<file path="src/rtl/fp_sq.sv">
// Iterative IEEE-754 single-precision squarer (out = in1 * in1) using a 1-bit/cycle shift-add multiplier.
// Optional build macro FP_SQ_EARLY_EXIT_EN: skip trailing-zero multiplier bits and exit MUL once the remaining bits are zero.
`ifndef RNe
`define RNe 3'b000
`endif
`ifndef RZ
`define RZ 3'b001
`endif
`ifndef RD
`define RD 3'b010
`endif
`ifndef RU
`define RU 3'b011
`endif
`ifndef RNa
`define RNa 3'b100
`endif

module fp_sq #(
  parameter int W = 32,
  parameter int M = 22,
  parameter int E = 30
) (
  input  logic         clk,
  input  logic         rst,
  input  logic         act,
  input  logic [W-1:0] in1,
  input  logic [2:0]   round_m,
  output logic [W-1:0] out,
  output logic         done,
  output logic         ov,
  output logic         un,
  output logic         inv,
  output logic         inexact
);
  // state | meaning
  // IDLE  | waiting for act
  // SPEC  | NaN/Inf/zero/subnormal operand, result decided directly
  // MUL   | shift-add mantissa square, one multiplier bit per cycle
  // NORM  | pick fraction, guard and sticky from the product
  // ROUND | apply rounding mode, detect overflow/underflow, register result
  localparam logic [2:0] IDLE  = 3'd0;
  localparam logic [2:0] SPEC  = 3'd1;
  localparam logic [2:0] MUL   = 3'd2;
  localparam logic [2:0] NORM  = 3'd3;
  localparam logic [2:0] ROUND = 3'd4;

  localparam int FW = M + 1;
  localparam int MW = M + 2;
  localparam int PW = 2 * MW;

  localparam logic [W-1:0] QNAN    = 32'h7FC0_0000;
  localparam logic [W-1:0] INF     = 32'h7F80_0000;
  localparam logic [W-1:0] MAXF    = 32'h7F7F_FFFF;
  localparam logic [W-1:0] MINN    = 32'h0080_0000;

  logic [2:0]    state;
  logic [E:0]    op;
  logic [2:0]    rm;
  logic [MW-1:0] mant;
  logic [PW-1:0] acc;
  logic [4:0]    cnt;
  logic [FW-1:0] frac_n;
  logic          g_n, s_n;
  logic signed [9:0] eb_n;

  logic          unused_sign;
  assign unused_sign = in1[W-1];

  logic in_special;
  assign in_special = (in1[E:M+1] == '1) || (in1[E:M+1] == '0);

  logic [4:0] start_cnt;
  logic       mul_last;
`ifdef FP_SQ_EARLY_EXIT_EN
  logic [MW-1:0] m_in;
  logic          found;
  assign m_in = {1'b1, in1[M:0]};
  always_comb begin
    start_cnt = '0;
    found     = 1'b0;
    for (int i = 0; i < MW; i++) begin
      if (!found && m_in[i]) begin
        start_cnt = 5'(i);
        found     = 1'b1;
      end
    end
  end
  assign mul_last = (cnt == 5'(MW-1)) || ((mant >> (cnt + 5'd1)) == '0);
`else
  assign start_cnt = '0;
  assign mul_last  = (cnt == 5'(MW-1));
`endif

  logic signed [9:0] eb_base;
  assign eb_base = $signed({1'b0, op[E:M+1], 1'b0}) - 10'sd127;

  logic          rnd_inc;
  logic          carry;
  logic [FW-1:0] frac_r;
  logic signed [9:0] eb_r;
  logic          ov_c, un_c;
  always_comb begin
    rnd_inc = 1'b0;
    case (rm)
      `RNe:    rnd_inc = g_n & (s_n | frac_n[0]);
      `RNa:    rnd_inc = g_n;
      `RU:     rnd_inc = g_n | s_n;
      default: rnd_inc = 1'b0;
    endcase
    {carry, frac_r} = {1'b0, frac_n} + {{FW{1'b0}}, rnd_inc};
    eb_r = eb_n + $signed({9'b0, carry});
    ov_c = eb_r > 10'sd254;
    un_c = eb_r < 10'sd1;
  end

  logic op_nan;
  assign op_nan = (op[E:M+1] == '1) && (op[M:0] != '0);

  always_ff @(posedge clk or posedge rst) begin
    if (rst) begin
      state   <= IDLE;
      op      <= '0;
      rm      <= '0;
      mant    <= '0;
      acc     <= '0;
      cnt     <= '0;
      frac_n  <= '0;
      g_n     <= 1'b0;
      s_n     <= 1'b0;
      eb_n    <= '0;
      out     <= '0;
      done    <= 1'b0;
      ov      <= 1'b0;
      un      <= 1'b0;
      inv     <= 1'b0;
      inexact <= 1'b0;
    end else begin
      done <= 1'b0;
      case (state)
        IDLE: begin
          if (act) begin
            op   <= in1[E:0];
            rm   <= round_m;
            mant <= {1'b1, in1[M:0]};
            acc  <= '0;
            cnt  <= start_cnt;
            state <= in_special ? SPEC : MUL;
          end
        end
        SPEC: begin
          done    <= 1'b1;
          ov      <= 1'b0;
          un      <= 1'b0;
          inv     <= 1'b0;
          inexact <= 1'b0;
          if (op_nan) begin
            out <= QNAN;
            inv <= ~op[M];
          end else if (op[E:M+1] == '1) begin
            out <= INF;
          end else if (op[M:0] == '0) begin
            out <= '0;
          end else begin
            // subnormal squares are far below the normal range
            out     <= (rm == `RU) ? MINN : '0;
            un      <= 1'b1;
            inexact <= 1'b1;
          end
          state <= IDLE;
        end
        MUL: begin
          if (mant[cnt])
            acc <= acc + ({{MW{1'b0}}, mant} << cnt);
          if (mul_last)
            state <= NORM;
          else
            cnt <= cnt + 5'd1;
        end
        NORM: begin
          if (acc[PW-1]) begin
            frac_n <= acc[PW-2 -: FW];
            g_n    <= acc[PW-2-FW];
            s_n    <= |acc[PW-3-FW:0];
            eb_n   <= eb_base + 10'sd1;
          end else begin
            frac_n <= acc[PW-3 -: FW];
            g_n    <= acc[PW-3-FW];
            s_n    <= |acc[PW-4-FW:0];
            eb_n   <= eb_base;
          end
          state <= ROUND;
        end
        ROUND: begin
          done <= 1'b1;
          inv  <= 1'b0;
          if (ov_c) begin
            out     <= (rm == `RZ || rm == `RD) ? MAXF : INF;
            ov      <= 1'b1;
            un      <= 1'b0;
            inexact <= 1'b1;
          end else if (un_c) begin
            out     <= (rm == `RU) ? MINN : '0;
            ov      <= 1'b0;
            un      <= 1'b1;
            inexact <= 1'b1;
          end else begin
            out     <= {1'b0, eb_r[7:0], frac_r};
            ov      <= 1'b0;
            un      <= 1'b0;
            inexact <= g_n | s_n;
          end
          state <= IDLE;
        end
        default: state <= IDLE;
      endcase
    end
  end
endmodule

</file>
<file path="config.mk">
export PLATFORM = sky130hd
export DESIGN_NAME = fp_sq
export DESIGN_NICKNAME = d
export VERILOG_FILES = /design/src/rtl/fp_sq.sv
export SDC_FILE = /design/constraint.sdc
export NUM_CORES = 1
export LEC_CHECK = 0
export ABC_CLOCK_PERIOD_IN_PS = 7700
export CAP_MARGIN = 40
export CORE_MARGIN = 3
export CORE_UTILIZATION = 45
export DETAILED_ROUTE_END_ITERATION = 16
export MAX_ROUTING_LAYER = met4
export PLACE_DENSITY = 0.71
export SETUP_SLACK_MARGIN = 0.5
export SLEW_MARGIN = 25
export SYNTH_ARGS = -nofsm -noshare
export SYNTH_HDL_FRONTEND = slang
export SYNTH_SLANG_ARGS = --single-unit
</file>
<file path="constraint.sdc">
create_clock -name clk -period 7.7 [get_ports clk]
set_clock_uncertainty 0.15 [all_clocks]
set_input_delay 1.925 -clock clk [delete_from_list [all_inputs] [get_ports clk]]
set_output_delay 1.925 -clock clk [all_outputs]
set_load 0.02 [all_outputs]
</file>
==> impl_summary.log, run 1 <==
INFO  metric first_iter_violations = between 800 and 900
INFO  metric critical_path.cell_chain = inv_1 > o311ai_0 > o21ai_0 > ha_1 > nand3_1 > nor2_1 > nand2_1 > nor4_1 > and4_1 > and3_1 > ha_1 > and3_1 > nand3b_4 > o21ai_2 > a32oi_1 > o41a_1 > or2_1 > o21a_4 > a22o_2
INFO  metric initial_core_utilization = 0.461
INFO  metric post-synth-top-area-fraction = 0.347
INFO  metric clk_latency = roughly 0.44 ns
INFO  metric route.final.wire_length = between 20000 and 30000 microns
INFO  metric cp_slowest_stage_delay = just under 0.5 ns
INFO  metric cts.repair.resized = 0
INFO  metric worst_r2r_path_depth = 19
INFO  metric vias_per_instance = ~5.8
INFO  metric synth.yosys.warnings = 0
INFO  metric synth_async_sr_flop_share = 1.00
INFO  metric final_min_period_over_clock_period = 0.691
INFO  metric design_area = ~13000 sq um
INFO  metric unrepaired_setup_endpoints_after_global_routing = false
INFO  metric max_slew.worst_pin.slew = around 0.71 ns
INFO  metric share_of_synthesized_cell_area_in_full_adder_half_adder_and_majority_cells = 0.0618
INFO  metric final.setup.tns = 0 ns
INFO  metric period_needed = between 5 and 6 ns
INFO  metric timing.critical_path.fanout_max = 27
INFO  metric end_kind = register
INFO  metric synth-simple-area-share = 0.195
INFO  metric die_area = roughly 28000 sq um
INFO  metric synthToLayoutAreaGrowth = 12.7%
INFO  metric post_synth_inst_count = 1378
INFO  metric die_y = between 150 and 200 microns
INFO  metric numCtsBuffers = 17
INFO  metric num_io_pins = 75
INFO  metric critical_path_cell_count = 19
INFO  metric post_cts_setup_repair_bufs = 0
INFO  metric hpwl = just over 20000 microns
INFO  metric clkTransAtPathRegs = 0.07 ns
INFO  metric cp-start-kind = register
INFO  metric syn_area = ~12000 sq um
INFO  metric timing_hold_violations_final = 0
INFO  metric routabilityCongestion = about 0.97
INFO  metric post_cts_hold_buffer_count = 0
INFO  metric setup_viol_count_final = 0
INFO  metric postSynthRegisterBits = approximately 160
INFO  metric cell_chosen_for_the_clock_root = clkbuf_16
INFO  metric critical_path_arrival = 5.50 ns
INFO  metric cts.sinks = 162
INFO  metric synth_top_family_by_area = compound AO/OA/AOI/OAI gates
INFO  metric path_class = reg2reg
INFO  metric mappedNetlistNets = 1473
INFO  metric whs = 0.353 ns
INFO  metric post-place-ws = ~2.3 ns
INFO  metric synth_top_cells_by_area = dfrtp_1, nand2_1, o21ai_0, ha_1, mux2i_1
INFO  metric yosys.area_share.xor_xnor = 0.0646
INFO  metric status = finished, final reports clean
INFO  metric drt_pass1_iterations = 6
INFO  metric port_buffers = 72
INFO  metric finish.net_count = 1489
INFO  metric postRouteAntennaNets = 0
INFO  metric clock_tree_from_tritoncts = done
INFO  metric core_area = about 25000 sq um
INFO  metric depth_of_the_worst_hold_timing_path = 2
INFO  metric max_cap_violations = 0
INFO  metric synth.mux.area_fraction = 0.0858
INFO  metric total_power = about 5.7 mW
INFO  metric timing.fmax = 188 MHz
INFO  metric synth-compound-area-share = 0.195
INFO  metric grt_first_pass_wirelength = 46400 microns
INFO  metric synth_flop_cell = dfrtp_1
INFO  metric number_of_inserted_diodes = 0
INFO  metric routed-via-count = between 10000 and 15000
INFO  metric netlist.top_cell.by_area = dfrtp_1
INFO  metric drc = 0
INFO  metric worst-endpoint-required = between 7 and 8 ns
INFO  metric grt_start_max_net_pins = 100
INFO  metric final_cells = 1737
INFO  metric die_w = 167 microns
INFO  metric placement.cell_area = 12500 sq um
INFO  metric worstHoldPathType = reg2reg
INFO  metric layout_cells_sized_above_1 = 0.0647
INFO  metric path_delay_family = simple AND/OR/NAND/NOR gates
INFO  metric max-vdd-ir-drop = 0.246 mV
INFO  metric worst_slack = 2.38 ns
INFO  metric grt_pass1_vias = slightly above 9000
INFO  metric critical_path.n_buffers_inverters = 1
INFO  metric max_clock_buf_depth = 2
INFO  metric layout.core_utilization = 0.519
INFO  metric power-per-cell-area = about 430 nW/um^2
INFO  metric fillCellCount = roughly 2400
INFO  metric static-leakage-power = ~5.7 nW
INFO  metric grt-ovfl-total = 0
INFO  metric grt_antenna_before_repair = 0
INFO  metric global_route.usage.total = 0.203
INFO  metric place.detailed.instances = approximately 1700
INFO  metric syn-mean-instance-area = 8.47 sq um
INFO  metric synth_enable_flop_cells = 0
INFO  metric rows = 58
INFO  metric cpMaxStageDelayCell = or2_1
INFO  metric slew_headroom = 0.523
INFO  metric layout.cells.most_common_list = nand2_1, dfrtp_1, o21ai_0
INFO  metric mostFrequentLayoutCell = nand2_1
INFO  metric ys_seq_area_frac = 0.347
INFO  metric htree_num_levels = 4
INFO  metric timing.final.max_slew_violations = 0
INFO  metric synthDistinctLibCells = 75
INFO  metric routedWlPerCell = 15.8 microns
logic make-up (layout without fill, tap and decap cells):
logic type,after synthesis,count (layout)
AOI/OAI and AO/OA,369,369
xor gates and xnor gates,86,86
adders and majority gates,57,57
buffers and inverters,122,151
DFF,162,162
muxes,79,79
other,1,1
and+or+nand+nor,502,502
path summary, 6_finish.rpt:
kind,to,start,slack [ns]
min in group asynchronous,eb_n[7],rst,1.73
worst max register to register,out[20],rm[1],2.38
worst max-delay path,out[20],rm[1],2.38
worst min-delay path,out[22],out[22],0.35
max in group asynchronous,acc[47],rst,4.37
worst min register to register,out[22],out[22],0.35
final cells by class:
type                       count  area [sq um]  area share
clock inverter                15           181      0.0138
timing repair buffer          88           913      0.0694
inverter                      31           121     0.00923
tap                          330           413      0.0314
multi-input combinational   1094          7050       0.536
clock buffer                  17           425      0.0323
sequential                   162          4050       0.308
layer usage:
layer	global-route usage	wire length [microns]	vias to the layer above
met3	0.0347	1560	41
li1	-	-	4982
met2	0.315	12600	287
met5	-	0	-
met1	0.276	12800	4725
met4	0.0603	598	0
worst register-to-register path, cell delays in order (launching register included):
cell      delay (ns)
dfrtp_1         0.40
inv_1           0.09
o311ai_0        0.12
o21ai_0         0.26
ha_1            0.23
nand3_1         0.12
nor2_1          0.21
nand2_1         0.13
nor4_1          0.42
and4_1          0.33
and3_1          0.23
ha_1            0.25
and3_1          0.37
nand3b_4        0.10
o21ai_2         0.12
a32oi_1         0.09
o41a_1          0.48
or2_1           0.49
o21a_4          0.41
a22o_2          0.23
cell usage after synthesis, types with 6 or more instances:
master / instances
nor4_1: 18
nor2b_1: 10
o21bai_1: 8
nor2_1: 95
a22o_1: 24
mux2i_1: 55
o21a_1: 6
xnor2_1: 43
nor3_1: 10
o211ai_1: 6
o31ai_1: 10
buf_1: 8
clkbuf_1: 55
o22ai_1: 14
o21ai_0: 148
mux4_2: 16
ha_1: 56
nand3_1: 68
o21ai_1: 6
nand2_1: 229
a21o_1: 22
buf_6: 8
mux2_2: 8
and3_1: 14
nand4_1: 19
and2_1: 7
a21oi_1: 71
dfrtp_1: 162
xor2_1: 43
a211oi_1: 9
a31oi_1: 10
inv_1: 29
nand2b_1: 8
buf_2: 12
sequential cells by signal (all words and copies together), names as in the netlist:
| signal | count |
|---|---|
| cnt | 5 |
| op | 31 |
| eb_n | 10 |
| state | 3 |
| acc | 48 |
| ov | 1 |
| s_n | 1 |
| inexact | 1 |
| rm | 3 |
| un | 1 |
| g_n | 1 |
| frac_n | 23 |
| mant | 1 |
| inv | 1 |
| out | 31 |
| done | 1 |
power by group:
| group | total [mW] | switching, mW | internal (mW) |
|---|---|---|---|
| logic | 3.30 | 1.96 | 1.34 |
| registers | 1.53 | 0.365 | 1.17 |
| clock network | 0.863 | 0.421 | 0.442 |
Power figures use the tool's default switching activity.
==> inputs of run 2 (changes only) <==
- ABC_CLOCK_PERIOD_IN_PS: 7700 -> 5590
- clock period: 7.7 -> 5.59 ns (I/O delays scaled with it)
==> run 2 against run 1 <==
Compared with the run above: non-clock buffer count up 9; hold slack got worse by 0.0020 ns; clock-buffer cell count is the same; clock power rose by 36%; flip-flop and latch count did not move; register-to-register slack got worse by 1.6 ns; wire length is 3.1% higher; critical path type unchanged; largest cell class unchanged.
==> impl_summary.log, run 2 (synthesized netlist as in run 1, its figures left out) <==
INFO  metric max_slew.worst_pin.slew = 0.898 ns (+0.188 ns)
INFO  metric switching_share = 0.482 (about the same)
INFO  metric path_class = reg2reg
INFO  metric initial_core_utilization = 0.461 (unchanged)
INFO  metric timing_hold_violations_final = 0 (unchanged)
INFO  metric end_kind = register
INFO  metric core_area = 25300 sq um (unchanged)
INFO  metric static-leakage-power = 5.68 nW (+0.12%)
INFO  metric max-vdd-ir-drop = 0.285 mV (+16%)
INFO  metric grt_antenna_before_repair = 0 (unchanged)
INFO  metric intPower = 4.11 mW (+39%)
INFO  metric numCtsBuffers = 17 (unchanged)
INFO  metric max_cap_violations = 0 (unchanged)
INFO  metric clock_tree_from_tritoncts = done
INFO  metric period_needed = 4.82 ns (-0.500 ns)
INFO  metric mostFrequentLayoutCell = nand2_1
INFO  metric status = finished, final reports clean
INFO  metric endpoint = out[22]
INFO  metric cts.sinks = 162 (unchanged)
INFO  metric power.share.clock = 0.148 (-0.004)
INFO  metric worst_slack = 0.766 ns (-1.61 ns)
INFO  metric number_of_inserted_diodes = 0 (unchanged)
INFO  metric routabilityCongestion = 0.908 (-6.0%)
INFO  metric total_power = 7.93 mW (+39%)
INFO  metric comb_power_share = 0.580 (about the same)
INFO  metric depth_of_the_worst_hold_timing_path = 2 (unchanged)
INFO  metric top_registers = acc: 48 flops, op: 31 flops, out: 31 flops
INFO  metric hpwl = 20900 microns (+3.3%)
INFO  metric power-per-cell-area = 600 nW/um^2 (+38%)
INFO  metric vias_per_instance = 5.67 (-1.8%)
INFO  metric post_cts_setup_repair_bufs = 0 (unchanged)
INFO  metric rr_endpoint = out[22]
INFO  metric worstHoldPathType = reg2reg
INFO  metric largest_register_ff_count = 48 (unchanged)
INFO  metric port_buffers = 72 (unchanged)
INFO  metric timing.reg2reg.setup_slack = 0.77 ns (-1.61 ns)
INFO  metric route.final.wire_length = 28300 microns (+3.1%)
INFO  metric max_clock_buf_depth = 2 (unchanged)
INFO  metric clkTransAtPathRegs = 0.08 ns (about the same)
INFO  metric final_min_period_over_clock_period = 0.863 (+0.172)
INFO  metric drt_pass1_iterations = 5 (-1)
INFO  metric routedWlPerCell = 16.2 microns (+2.6%)
INFO  metric r2r-start = rm[1]
INFO  metric unrepaired_setup_endpoints_after_global_routing = true
INFO  metric clk_latency = 0.44 ns (about the same)
INFO  metric share_seq_of_total_power = 0.272 (+0.003)
INFO  metric synthToLayoutAreaGrowth = 13.4%
INFO  metric timing.final.max_slew_violations = 0 (unchanged)
INFO  metric global_route.usage.total = 0.209 (+0.00508)
INFO  metric regMostFlops = acc
INFO  metric setup_viol_count_final = 0 (unchanged)
INFO  metric p_sw = 3.82 mW (+39%)
INFO  metric num_io_pins = 75 (unchanged)
INFO  metric finish.net_count = 1498 (+0.60%)
INFO  metric grt_first_pass_wirelength = 47300 microns (+1.9%)
INFO  metric cp-start-kind = register
INFO  metric drc = 0 (unchanged)
INFO  metric die_area = 27900 sq um (unchanged)
INFO  metric layout.cells.most_common_list = nand2_1, dfrtp_1, o21ai_0
INFO  metric fillCellCount = 2356 (-0.30%)
INFO  metric critical_path_arrival = 5.00 ns (-0.50 ns)
INFO  metric worst_r2r_path_depth = 20 (+1)
INFO  metric grt_pass1_vias = 9309 (+0.31%)
INFO  metric postRouteAntennaNets = 0 (unchanged)
INFO  metric rows = 58 (unchanged)
INFO  metric cell_chosen_for_the_clock_root = clkbuf_16
INFO  metric htree_num_levels = 4 (unchanged)
INFO  metric final.setup.tns = 0 ns (unchanged)
INFO  metric post-place-ws = 0.474 ns (-1.86 ns)
INFO  metric grt_start_max_net_pins = 163 (+63%)
INFO  metric slew_headroom = 0.402 (-0.121)
INFO  metric cp-startpoint = rm[1]
INFO  metric layout_cells_sized_above_1 = 0.0770 (+0.0123)
INFO  metric first_iter_violations = 716 (-12%)
INFO  metric die_y = 167 microns (unchanged)
INFO  metric timing.critical_path.fanout_max = 24 (-11%)
INFO  metric timing.fmax = 207 MHz (+10%)
INFO  metric worst-endpoint-required = 5.77 ns (-2.11 ns)
INFO  metric grt-ovfl-total = 0 (unchanged)
INFO  metric post_cts_hold_buffer_count = 0 (unchanged)
INFO  metric routed-via-count = 9905 (-1.3%)
INFO  metric die_w = 167 microns (unchanged)
[run 2: stage by stage]
| stage | std cells | hold slack, ns | utilization | instance area, sq um |
|---|---|---|---|---|
| final | 1746 | 0.351 | 0.522 | 13200 |
| after global routing | 1746 | 0.371 | 0.522 | 13200 |
| after CTS | 1745 | 0.344 | 0.520 | 13200 |
| after detailed placement | 1713 | 0.329 | 0.497 | 12600 |
| after global placement | 1711 | 0.326 | 0.495 | 12500 |
| after floorplan | 1378 | 0.317 | - | 11700 |
[run 2: power groups by stage]
stage	Clock [mW]	Combinational (mW)	Sequential, mW
detailed placement	0	4.51	2.17
CTS	1.19	4.55	2.15
floorplan	0	3.44	2.06
finish	1.17	4.60	2.16
global placement	0	4.40	2.14
global route	1.24	5.11	2.24
[run 2: worst min path at each step]
| stage | start | to | slack (ns) |
|---|---|---|---|
| 6_report | out[22] | out[22] | 0.35 |
| 5_1_grt | out[19] | out[19] | 0.37 |
| 4_1_cts | out[22] | out[22] | 0.34 |
| 3_5_place_dp | out[22] | out[22] | 0.33 |
| 3_3_place_gp | out[22] | out[22] | 0.33 |
| 2_1_floorplan | g_n | g_n | 0.32 |
[run 2: per-layer routing]
| metal | wire length, microns | part of all wire | up-vias | global-route usage |
|---|---|---|---|---|
| met1 | 13400 | 0.47 | 4692 | 0.284 |
| li1 | - | - | 4992 | - |
| met5 | 0 | 0 | - | - |
| met4 | 353 | 0.012 | 0 | 0.0438 |
| met2 | 13500 | 0.48 | 196 | 0.335 |
| met3 | 1050 | 0.037 | 25 | 0.0309 |
[run 2: layout make-up]
cell class,count,area (sq um),area share
clock buffers,17,425,0.0322
clock inverters,15,166,0.0126
inverters,31,120,0.00908
multi-input cells,1094,7070,0.535
flip-flops and latches,162,4060,0.307
well taps,330,413,0.0312
repair buffers,97,973,0.0736
[run 2: worst max-delay path, stage by stage (launching register included)]
cell and delay (ns):
dfrtp_1 0.40, inv_1 0.10, o311ai_0 0.14, o21ai_1 0.24, ha_1 0.24, nand3_1 0.14, nor2_2 0.17, nand2_1 0.13
nor4_2 0.32, and4_4 0.30, and3_1 0.22, ha_2 0.25, and3_4 0.26, nand3b_4 0.08, o21ai_2 0.12, a32oi_1 0.07
o41a_1 0.48, or2_1 0.30, o21a_4 0.33, a21oi_1 0.20, o21ai_1 0.08
[run 2: timing repair]
item	CTS	global route
pin swaps	0	1
setup endpoints to repair	9	43
gates resized for setup	2	14
==> inputs of run 3 (changes only) <==
- GPL_TIMING_DRIVEN: not set -> 0
==> run 3 against run 2 <==
Compared with the run above: design area is 3.1% higher; global-route usage is 2.2 points higher; via count is 6.6% higher.
==> impl_summary.log, run 3 (synthesized netlist as in run 1, its figures left out) <==
INFO  metric worstHoldPathType = reg2reg
INFO  metric static-leakage-power = 5.88 nW (+3.5%)
INFO  metric setup_viol_count_final = 0 (unchanged)
INFO  metric rows = 58 (unchanged)
INFO  metric num_io_pins = 75 (unchanged)
INFO  metric drc = 0 (unchanged)
INFO  metric grt-ovfl-total = 0 (unchanged)
INFO  metric number_of_inserted_diodes = 0 (unchanged)
INFO  metric timing.fmax = 206 MHz (-0.55%)
INFO  metric layout.cells.most_common_list = nand2_1, dfrtp_1, o21ai_0
INFO  metric grt_pass1_vias = 9966 (+7.1%)
INFO  metric power-per-cell-area = 603 nW/um^2 (+0.63%)
INFO  metric critical_path.cell_chain = buf_4 > clkbuf_4 > clkbuf_4 > mux4_2 > mux2i_1 > nor2_1 > a21oi_1 > o22ai_1 > ha_2 > nand2_1 > nor3_1 > nand3_1 > nor2_1 > nor2_4 > o41ai_4 > a21boi_0 > o21ai_1 > xnor2_1 > o21ai_1
INFO  metric clk_latency = 0.44 ns (about the same)
INFO  metric cp-start-kind = register
INFO  metric cpMaxStageDelayCell = dfrtp_2
INFO  metric status = finished, final reports clean
INFO  metric cts.sinks = 162 (unchanged)
INFO  metric port_buffers = 72 (unchanged)
INFO  metric path_class = reg2reg
INFO  metric period_needed = 4.85 ns (+0.0269 ns)
INFO  metric mostFrequentLayoutCell = nand2_1
INFO  metric htree_num_levels = 4 (unchanged)
INFO  metric vias_per_instance = 5.80 (+2.3%)
INFO  metric layout.core_utilization = 0.539 (+0.0164)
INFO  metric grt_first_pass_wirelength = 51500 microns (+8.9%)
INFO  metric slew_headroom = 0.490 (+0.0887)
INFO  metric numCtsBuffers = 17 (unchanged)
INFO  metric clock_tree_from_tritoncts = done
INFO  metric postRouteAntennaNets = 0 (unchanged)
INFO  metric critical_path_arrival = 5.01 ns (about the same)
INFO  metric first_iter_violations = 798 (+11%)
INFO  metric finish.net_count = 1572 (+4.9%)
INFO  metric cell_chosen_for_the_clock_root = clkbuf_16
INFO  metric total_power = 8.23 mW (+3.8%)
INFO  metric die_y = 167 microns (unchanged)
INFO  metric worst-endpoint-required = 5.74 ns (-0.03 ns)
INFO  metric unrepaired_setup_endpoints_after_global_routing = false
INFO  metric largest_register_ff_count = 48 (unchanged)
INFO  metric max-vdd-ir-drop = 0.320 mV (+12%)
INFO  metric clkTransAtPathRegs = 0.07 ns (about the same)
INFO  metric cp_slowest_stage_delay = 0.46 ns (-0.02 ns)
INFO  metric grt_start_max_net_pins = 35 (-79%)
INFO  metric timing.critical_path.fanout_max = 10 (-58%)
INFO  metric layout_cells_sized_above_1 = 0.0906 (+0.0136)
INFO  metric initial_core_utilization = 0.461 (unchanged)
INFO  metric routedWlPerCell = 17.4 microns (+7.0%)
INFO  metric routed-via-count = 10600 (+6.6%)
INFO  metric die_area = 27900 sq um (unchanged)
INFO  metric timing_hold_violations_final = 0 (unchanged)
INFO  metric global_route.usage.total = 0.231 (+0.0222)
INFO  metric max_slew.worst_pin.slew = 0.765 ns (-0.133 ns)
INFO  metric route.final.wire_length = 31600 microns (+12%)
INFO  metric core_area = 25300 sq um (unchanged)
INFO  metric grt_antenna_before_repair = 0 (unchanged)
INFO  metric top_registers = acc: 48 flops, op: 31 flops, out: 31 flops
INFO  metric hpwl = 24500 microns (+17%)
INFO  metric routabilityCongestion = 0.942 (+3.7%)
INFO  metric synthToLayoutAreaGrowth = 16.9%
INFO  metric max_clock_buf_depth = 2 (unchanged)
INFO  metric final_min_period_over_clock_period = 0.868 (+0.00481)
INFO  metric max_cap_violations = 0 (unchanged)
INFO  metric regMostFlops = acc
INFO  metric end_kind = register
INFO  metric timing.final.max_slew_violations = 0 (unchanged)
INFO  metric drt_pass1_iterations = 5 (unchanged)
INFO  metric die_w = 167 microns (unchanged)
-- run 3: final timing paths --
check	to	cells past startpoint	start	slack [ns]
hold / removal	out[30]	2	out[30]	0.35
max in group asynchronous	acc[20]	4	rst	3.42
setup / recovery	acc[41]	19	cnt[0]	0.74
setup reg to reg	acc[41]	19	cnt[0]	0.74
min in group asynchronous	eb_n[5]	2	rst	1.15
hold reg to reg	out[30]	2	out[30]	0.35
-- run 3: metal layers --
metal,up-vias,wire length [microns],track usage
met4,0,523,0.0570
met2,301,15100,0.376
met5,-,0,-
met1,5089,14400,0.308
met3,39,1540,0.0306
li1,5134,-,-
-- run 3: area by class of cell --
class / count / area, sq um
Clock inverter: 15 / 165
Tap cell: 330 / 413
Inverter: 31 / 120
Clock buffer: 17 / 425
Multi-Input combinational cell: 1094 / 7130
Buffer: 91 / 494
Fill cell: 2324 / 11700
Sequential cell: 162 / 4060
Timing Repair Buffer: 80 / 840
-- run 3: worst max-delay path: cells and delay by family, from the launching register on --
family | cells | cell delay (ns)
AOI/OAI and AO/OA | 6 | 1.30
xor gates and xnor gates | 1 | 0.13
adders and majority gates | 1 | 0.43
buffers and inverters | 3 | 0.74
DFF | 1 | 0.46
muxes | 2 | 0.60
and+or+nand+nor | 6 | 0.91
-- run 3: power by group --
group	switching [mW]	internal, mW
combinational	2.98	1.98
sequential	0.494	1.61
clock	0.567	0.597
total	4.04	4.19
-- run 3: repair_timing --
item,CTS,global route
setup endpoints to repair,48,49
setup buffers,0,2
hold buffers,0,0
pin swaps,0,3
gates resized for setup,11,39
-- run 3: per-stage QoR --
stage	setup TNS (ns)	hold slack, ns	cell area [sq um]	setup WS [ns]	cells
2_1_floorplan	0	0.317	11700	0.955	1378
3_3_place_gp	-0.773	0.316	12800	-0.269	1780
3_5_place_dp	-1.12	0.337	12900	-0.357	1786
4_1_cts	0	0.353	13500	0.561	1818
5_1_grt	0	0.371	13600	0.477	1820
6_report	0	0.352	13600	0.739	1820
